**src/rtl/uart_pkg.sv**
```systemverilog
// Shared UART definitions: receiver state encoding, frame width and baud divisor helper.
package uart_pkg;

  localparam int unsigned UART_DATA_BITS = 8;

  typedef enum logic [2:0] {
    RX_IDLE   = 3'd0,
    RX_START  = 3'd1,
    RX_DATA   = 3'd2,
    RX_PARITY = 3'd3,
    RX_STOP   = 3'd4
  } rx_state_t;

  // Clocks per bit, rounded to nearest.
  function automatic int unsigned clks_per_bit(input int unsigned clk_freq,
                                               input int unsigned baud_rate);
    return (clk_freq + baud_rate / 2) / baud_rate;
  endfunction

endpackage

```
**src/rtl/sync_2ff.sv**
```systemverilog
// Two-flop synchronizer for an idle-high asynchronous line; both stages reset to 1.
module sync_2ff (
  input  logic i_clk,
  input  logic rst,
  input  logic d,
  output logic q
);

  logic meta;

  always_ff @(posedge i_clk) begin
    if (rst) begin
      meta <= 1'b1;
      q    <= 1'b1;
    end else begin
      meta <= d;
      q    <= meta;
    end
  end

endmodule

```
**src/rtl/rx_uart.sv**
```systemverilog
// Serial receiver: 8N1 with optional even parity, emitting byte write strobes and error strobes.
module rx_uart
  import uart_pkg::*;
#(
  parameter int unsigned clkFreq   = 25_000_000,
  parameter int unsigned baudRate  = 115200,
  parameter logic        if_parity = 1'b0
) (
  input  logic                      i_clk,
  input  logic                      rst,
  input  logic                      i_uart_rx,
  output logic                      o_wr,
  output logic [UART_DATA_BITS-1:0] o_data,
  output logic                      o_frame_err,
  output logic                      o_parity_err
);

  localparam int unsigned CNT_W        = 16;
  localparam int unsigned BIT_W        = $clog2(UART_DATA_BITS);
  localparam int unsigned CLKS_PER_BIT = clks_per_bit(clkFreq, baudRate);
  localparam int unsigned HALF         = CLKS_PER_BIT / 2;
  localparam logic [CNT_W-1:0] BIT_END  = CNT_W'(CLKS_PER_BIT - 1);
  localparam logic [CNT_W-1:0] HALF_END = CNT_W'(HALF - 1);
  localparam logic [BIT_W-1:0] LAST_BIT = BIT_W'(UART_DATA_BITS - 1);

  logic rx_s, rx_prev;

  sync_2ff u_sync (
    .i_clk (i_clk),
    .rst   (rst),
    .d     (i_uart_rx),
    .q     (rx_s)
  );

  rx_state_t                 state, state_n;
  logic [CNT_W-1:0]          cnt, cnt_n;
  logic [UART_DATA_BITS-1:0] shreg, shreg_n, data_n;
  logic [BIT_W-1:0]          bit_cnt, bit_n;
  logic                      par_bit, par_n;
  logic                      stop_q, stop_n;
  logic                      done_q, done_n;
  logic                      wr_n, ferr_n, perr_n;
  logic                      par_bad;

  assign par_bad = if_parity & (^{shreg, par_bit});

  // Next state, datapath and strobes; strobes follow the stop sample by one cycle.
  always_comb begin
    state_n = state;
    cnt_n   = cnt + CNT_W'(1);
    shreg_n = shreg;
    bit_n   = bit_cnt;
    par_n   = par_bit;
    stop_n  = stop_q;
    done_n  = 1'b0;
    wr_n    = 1'b0;
    ferr_n  = 1'b0;
    perr_n  = 1'b0;
    data_n  = o_data;

    if (done_q) begin
      if (!stop_q) begin
        ferr_n = 1'b1;
      end else if (par_bad) begin
        perr_n = 1'b1;
      end else begin
        wr_n   = 1'b1;
        data_n = shreg;
      end
    end

    case (state)
      RX_IDLE: begin
        cnt_n = '0;
        // A start needs a visible high-to-low transition, which also covers break recovery.
        if (rx_prev && !rx_s) state_n = RX_START;
      end
      RX_START: begin
        if (cnt == HALF_END) begin
          cnt_n   = '0;
          bit_n   = '0;
          state_n = rx_s ? RX_IDLE : RX_DATA;
        end
      end
      RX_DATA: begin
        if (cnt == BIT_END) begin
          cnt_n   = '0;
          shreg_n = {rx_s, shreg[UART_DATA_BITS-1:1]};
          bit_n   = bit_cnt + BIT_W'(1);
          if (bit_cnt == LAST_BIT) state_n = if_parity ? RX_PARITY : RX_STOP;
        end
      end
      RX_PARITY: begin
        if (cnt == BIT_END) begin
          cnt_n   = '0;
          par_n   = rx_s;
          state_n = RX_STOP;
        end
      end
      RX_STOP: begin
        if (cnt == BIT_END) begin
          cnt_n   = '0;
          stop_n  = rx_s;
          done_n  = 1'b1;
          state_n = RX_IDLE;
        end
      end
      default: begin
        cnt_n   = '0;
        state_n = RX_IDLE;
      end
    endcase
  end

  always_ff @(posedge i_clk) begin
    if (rst) begin
      state        <= RX_IDLE;
      cnt          <= '0;
      shreg        <= '0;
      bit_cnt      <= '0;
      par_bit      <= 1'b0;
      stop_q       <= 1'b1;
      done_q       <= 1'b0;
      rx_prev      <= 1'b1;
      o_wr         <= 1'b0;
      o_data       <= '0;
      o_frame_err  <= 1'b0;
      o_parity_err <= 1'b0;
    end else begin
      state        <= state_n;
      cnt          <= cnt_n;
      shreg        <= shreg_n;
      bit_cnt      <= bit_n;
      par_bit      <= par_n;
      stop_q       <= stop_n;
      done_q       <= done_n;
      rx_prev      <= rx_s;
      o_wr         <= wr_n;
      o_data       <= data_n;
      o_frame_err  <= ferr_n;
      o_parity_err <= perr_n;
    end
  end

endmodule

```
**config.mk**
```make
export PLATFORM = sky130hd
export DESIGN_NAME = rx_uart
export DESIGN_NICKNAME = d
export VERILOG_FILES = /design/src/rtl/uart_pkg.sv /design/src/rtl/sync_2ff.sv /design/src/rtl/rx_uart.sv
export SDC_FILE = /design/constraint.sdc
export NUM_CORES = 1
export LEC_CHECK = 0
export CAP_MARGIN = 20
export CORE_MARGIN = 4
export CORE_UTILIZATION = 55
export CTS_BUF_LIST = sky130_fd_sc_hd__clkbuf_16
export DETAILED_ROUTE_END_ITERATION = 16
export GPL_ROUTABILITY_DRIVEN = 1
export GPL_TIMING_DRIVEN = 0
export PLACE_DENSITY = 0.75
export SKIP_CTS_REPAIR_TIMING = 1
export SYNTH_ARGS = -nofsm -noshare
export SYNTH_HDL_FRONTEND = slang
export SYNTH_SLANG_ARGS = --single-unit
export TNS_END_PERCENT = 5
```
**constraint.sdc**
```tcl
create_clock -name i_clk -period 2.55 [get_ports i_clk]
set_clock_uncertainty 0.15 [all_clocks]
set_input_delay 0.765 -clock i_clk [delete_from_list [all_inputs] [get_ports i_clk]]
set_output_delay 0.765 -clock i_clk [all_outputs]
set_load 0.1 [all_outputs]
```
==> summary.md, run 1 <==
| Metric | Value |
|---|---|
| Slew Viols, Final | 0 |
| Crit path max fanout | 10 |
| Area leader, netlist | dfxtp_1 |
| Post-route antenna net violation count | 0 |
| Drt total wl | 4.16 mm |
| Most used DFF post-synth | dfxtp_1 |
| Post-route design area | 0.00240 mm² |
| Leak | 1.03 nW |
| Vias in the first global route | 1602 |
| Num CTS Buffers | 5 |
| R2r worst-path depth | 6 |
| Dpl cells | 274 |
| Clock buffer depth | 2 |
| Area contributors post-synth | dfxtp_1 (44%), xnor2_1 (5.2%), mux2i_1 (3.9%) |
| Final setup viols | 0 |
| Num Clock Sinks | 45 |
| DIE AREA | 0.00473 mm² |
| Pwr dens | 671 mW/mm² |
| FP Rows | 21 |
| I/O Pins | 14 |
| CTS tree | done |
| Mapped Cells | 216 |
| Syn_area_per_cell | 9.40 µm² |
| Overall routing resource usage | 0.199 |
| Dpl hpwl | 2.97 mm |
| Critical Path End Type | flip-flop |
| Total number of vias | 1584 |
| EDFF count, synth | 0 |
| Clock Latency Late Sink | 280 ps |
| Area growth from synthesis to layout | 18.2% |
| Grt ovf | 0 |
| Layout cells sized above 1 | 0.106 |
| Synth async-reset ratio | 0 |
| Core area | 0.00344 mm² |
| Maxcap violations | 0 |
| Synth cell count leaders | dfxtp_1 (45), nor2_1 (20), nand2_1 (14), nand3_1 (14), xnor2_1 (12) |
| CP Launch Type | input port |
| Syn nets | 223 |
| Area of the multi-input gates | 0.00105 mm² |
| Largest net degree at the start of global routing | 15 |
| Clock Pin Slew Worst Setup and Hold Paths | 60 ps |
| Final Hold Fails | 0 |
| R2R Path Start | cnt[0] |
| Yosys Warn Count | 0 |
| Nets@finish | 242 |
| R2R Path End | cnt[9] |
| Most frequent cell after synthesis | dfxtp_1 |
| Clock root buffer | clkbuf_16 |
| CP startpoint | rst |
| Fill cells | 270 |
| Fin Setup TNS | 0 ps |
| Area of placed instances | 0.00221 mm² |
| FF+latch area | 901 µm² |
| Period minus WS final | 2310 ps |
| Non-Filler Instances | 282 |
| Global-route wire length before repair | 6.94 mm |
| Die X | 68.7 µm |
| F_max | 0.434 GHz |
| Residual DRC | 0 |
| Post-layout util | 0.697 |
| Worst hold margin | 270 ps |
| FF-to-FF setup slack | 360 ps |
| PnR worst setup slack | 244 ps |
| Status | completed |
| Vias per cell | 5.62 |
| RSZ-0062 raised after global routing | false |
| Yosys cell types | 45 |
| H-tree depth | 2 |
| Worst path arrival time | 2310 ps |
| Critical Path End | o_data[6] |
| Tcrit/Tclk final | 0.904 |
| IO Port Bufs | 12 |
| Initial antenna violation count | 0 |
| Post-Syn Area | 0.00203 mm² |
| # diodes | 0 |
| Starting Density | 0.590 |
| Worst hold path startpoint | u_sync.meta |
| Sequential area share after synthesis | 0.444 |
| Drt pass-1 iters | 4 |
| Relative slew slack | 0.343 |
| Wire length per cell | 14.8 µm |
| Chip height | 68.7 µm |
| DRT iter0 DRCs | 85 |
| Hold crit path type | reg -> reg |
| Yosys top cell area share | 0.444 |
| CP Class | in -> reg |
| Synthesized flop and latch total | 45 |
| Peak VDD IR | 387 µV |
| Worst slew pin tran | 984 ps |
| Final RePlAce weighted congestion | 0.838 |
| Pre-CTS WS | -42.7 ps |
| Worst Path Required | 2550 ps |
| Total power | 1.61 mW |
cell type report:
| cell class | instances | share of cell area |
|---|---|---|
| buffer | 10 | 0.0240 |
| sequential | 45 | 0.375 |
| clock buffer | 5 | 0.0521 |
| timing repair buffer | 12 | 0.0605 |
| clock inverter | 3 | 0.0177 |
| tap | 46 | 0.0240 |
| multi-input combinational | 155 | 0.437 |
| inverter | 6 | 0.00938 |
report_power, final:
group,internal (mW),switching [mW]
combinational,0.0703,0.0877
sequential,0.720,0.0138
clock,0.460,0.259
critical path, cell delays in order:
cell and delay, ps:
clkdlybuf4s50_1 670, clkbuf_1 370, clkbuf_1 400, a21oi_1 90
per-layer routing:
metal | GRT usage | vias up | wire length (µm)
met3 | 0.0535 | 14 | 139
met5 | 0 | - | 0
met2 | 0.340 | 28 | 2110
li1 | - | 782 | -
met1 | 0.229 | 760 | 1800
met4 | 0.0925 | 0 | 110
placed cells by master (no fill, tap or decap), types with 5 or more instances in the layout:
| cell type | count |
|---|---|
| o21ai_0 | 6 |
| nand2b_1 | 10 |
| nand3_1 | 14 |
| nor2_1 | 20 |
| clkbuf_1 | 6 |
| nor2b_1 | 5 |
| nor3_1 | 7 |
| xnor2_1 | 12 |
| clkbuf_16 | 5 |
| or2_2 | 5 |
| nand4_1 | 5 |
| nand2_1 | 14 |
| dfxtp_1 | 45 |
| a21oi_1 | 10 |
| inv_1 | 7 |
| dlymetal6s2s_1 | 10 |
| mux2i_1 | 8 |
state kept, by name, summed over array words and instances (netlist names):
register	flops
cnt	16
o_data	8
shreg	8
bit_cnt	3
state	3
done_q	1
o_frame_err	1
o_wr	1
rx_prev	1
stop_q	1
u_sync.meta	1
u_sync.q	1
worst min path at each step:
stage,depth (start not counted),endpoint
after floorplan,1,u_sync.q
after global placement,1,u_sync.q
after detailed placement,1,u_sync.q
after CTS,1,u_sync.q
after global routing,1,u_sync.q
final,1,u_sync.q
cells by family (layout without fill, tap and decap cells):
| group | after synthesis | count (layout) | share of synthesized area |
|---|---|---|---|
| compound gates | 28 | 28 | 0.0956 |
| other cells | 1 | 1 | 0.00185 |
| mux | 9 | 9 | 0.0450 |
| buf+inv | 16 | 36 | 0.0395 |
| simple gates | 99 | 99 | 0.289 |
| flops | 45 | 45 | 0.444 |
| fa+ha+maj | 4 | 4 | 0.0247 |
| xor+xnor | 14 | 14 | 0.0604 |
(Power assumes the default switching activity.)
==> inputs of run 2 (changes only) <==
Settings changed: TNS_END_PERCENT 5 to default.
==> results of run 2 <==
No change in the layout: final DEF, timing and power equal those of run 1.
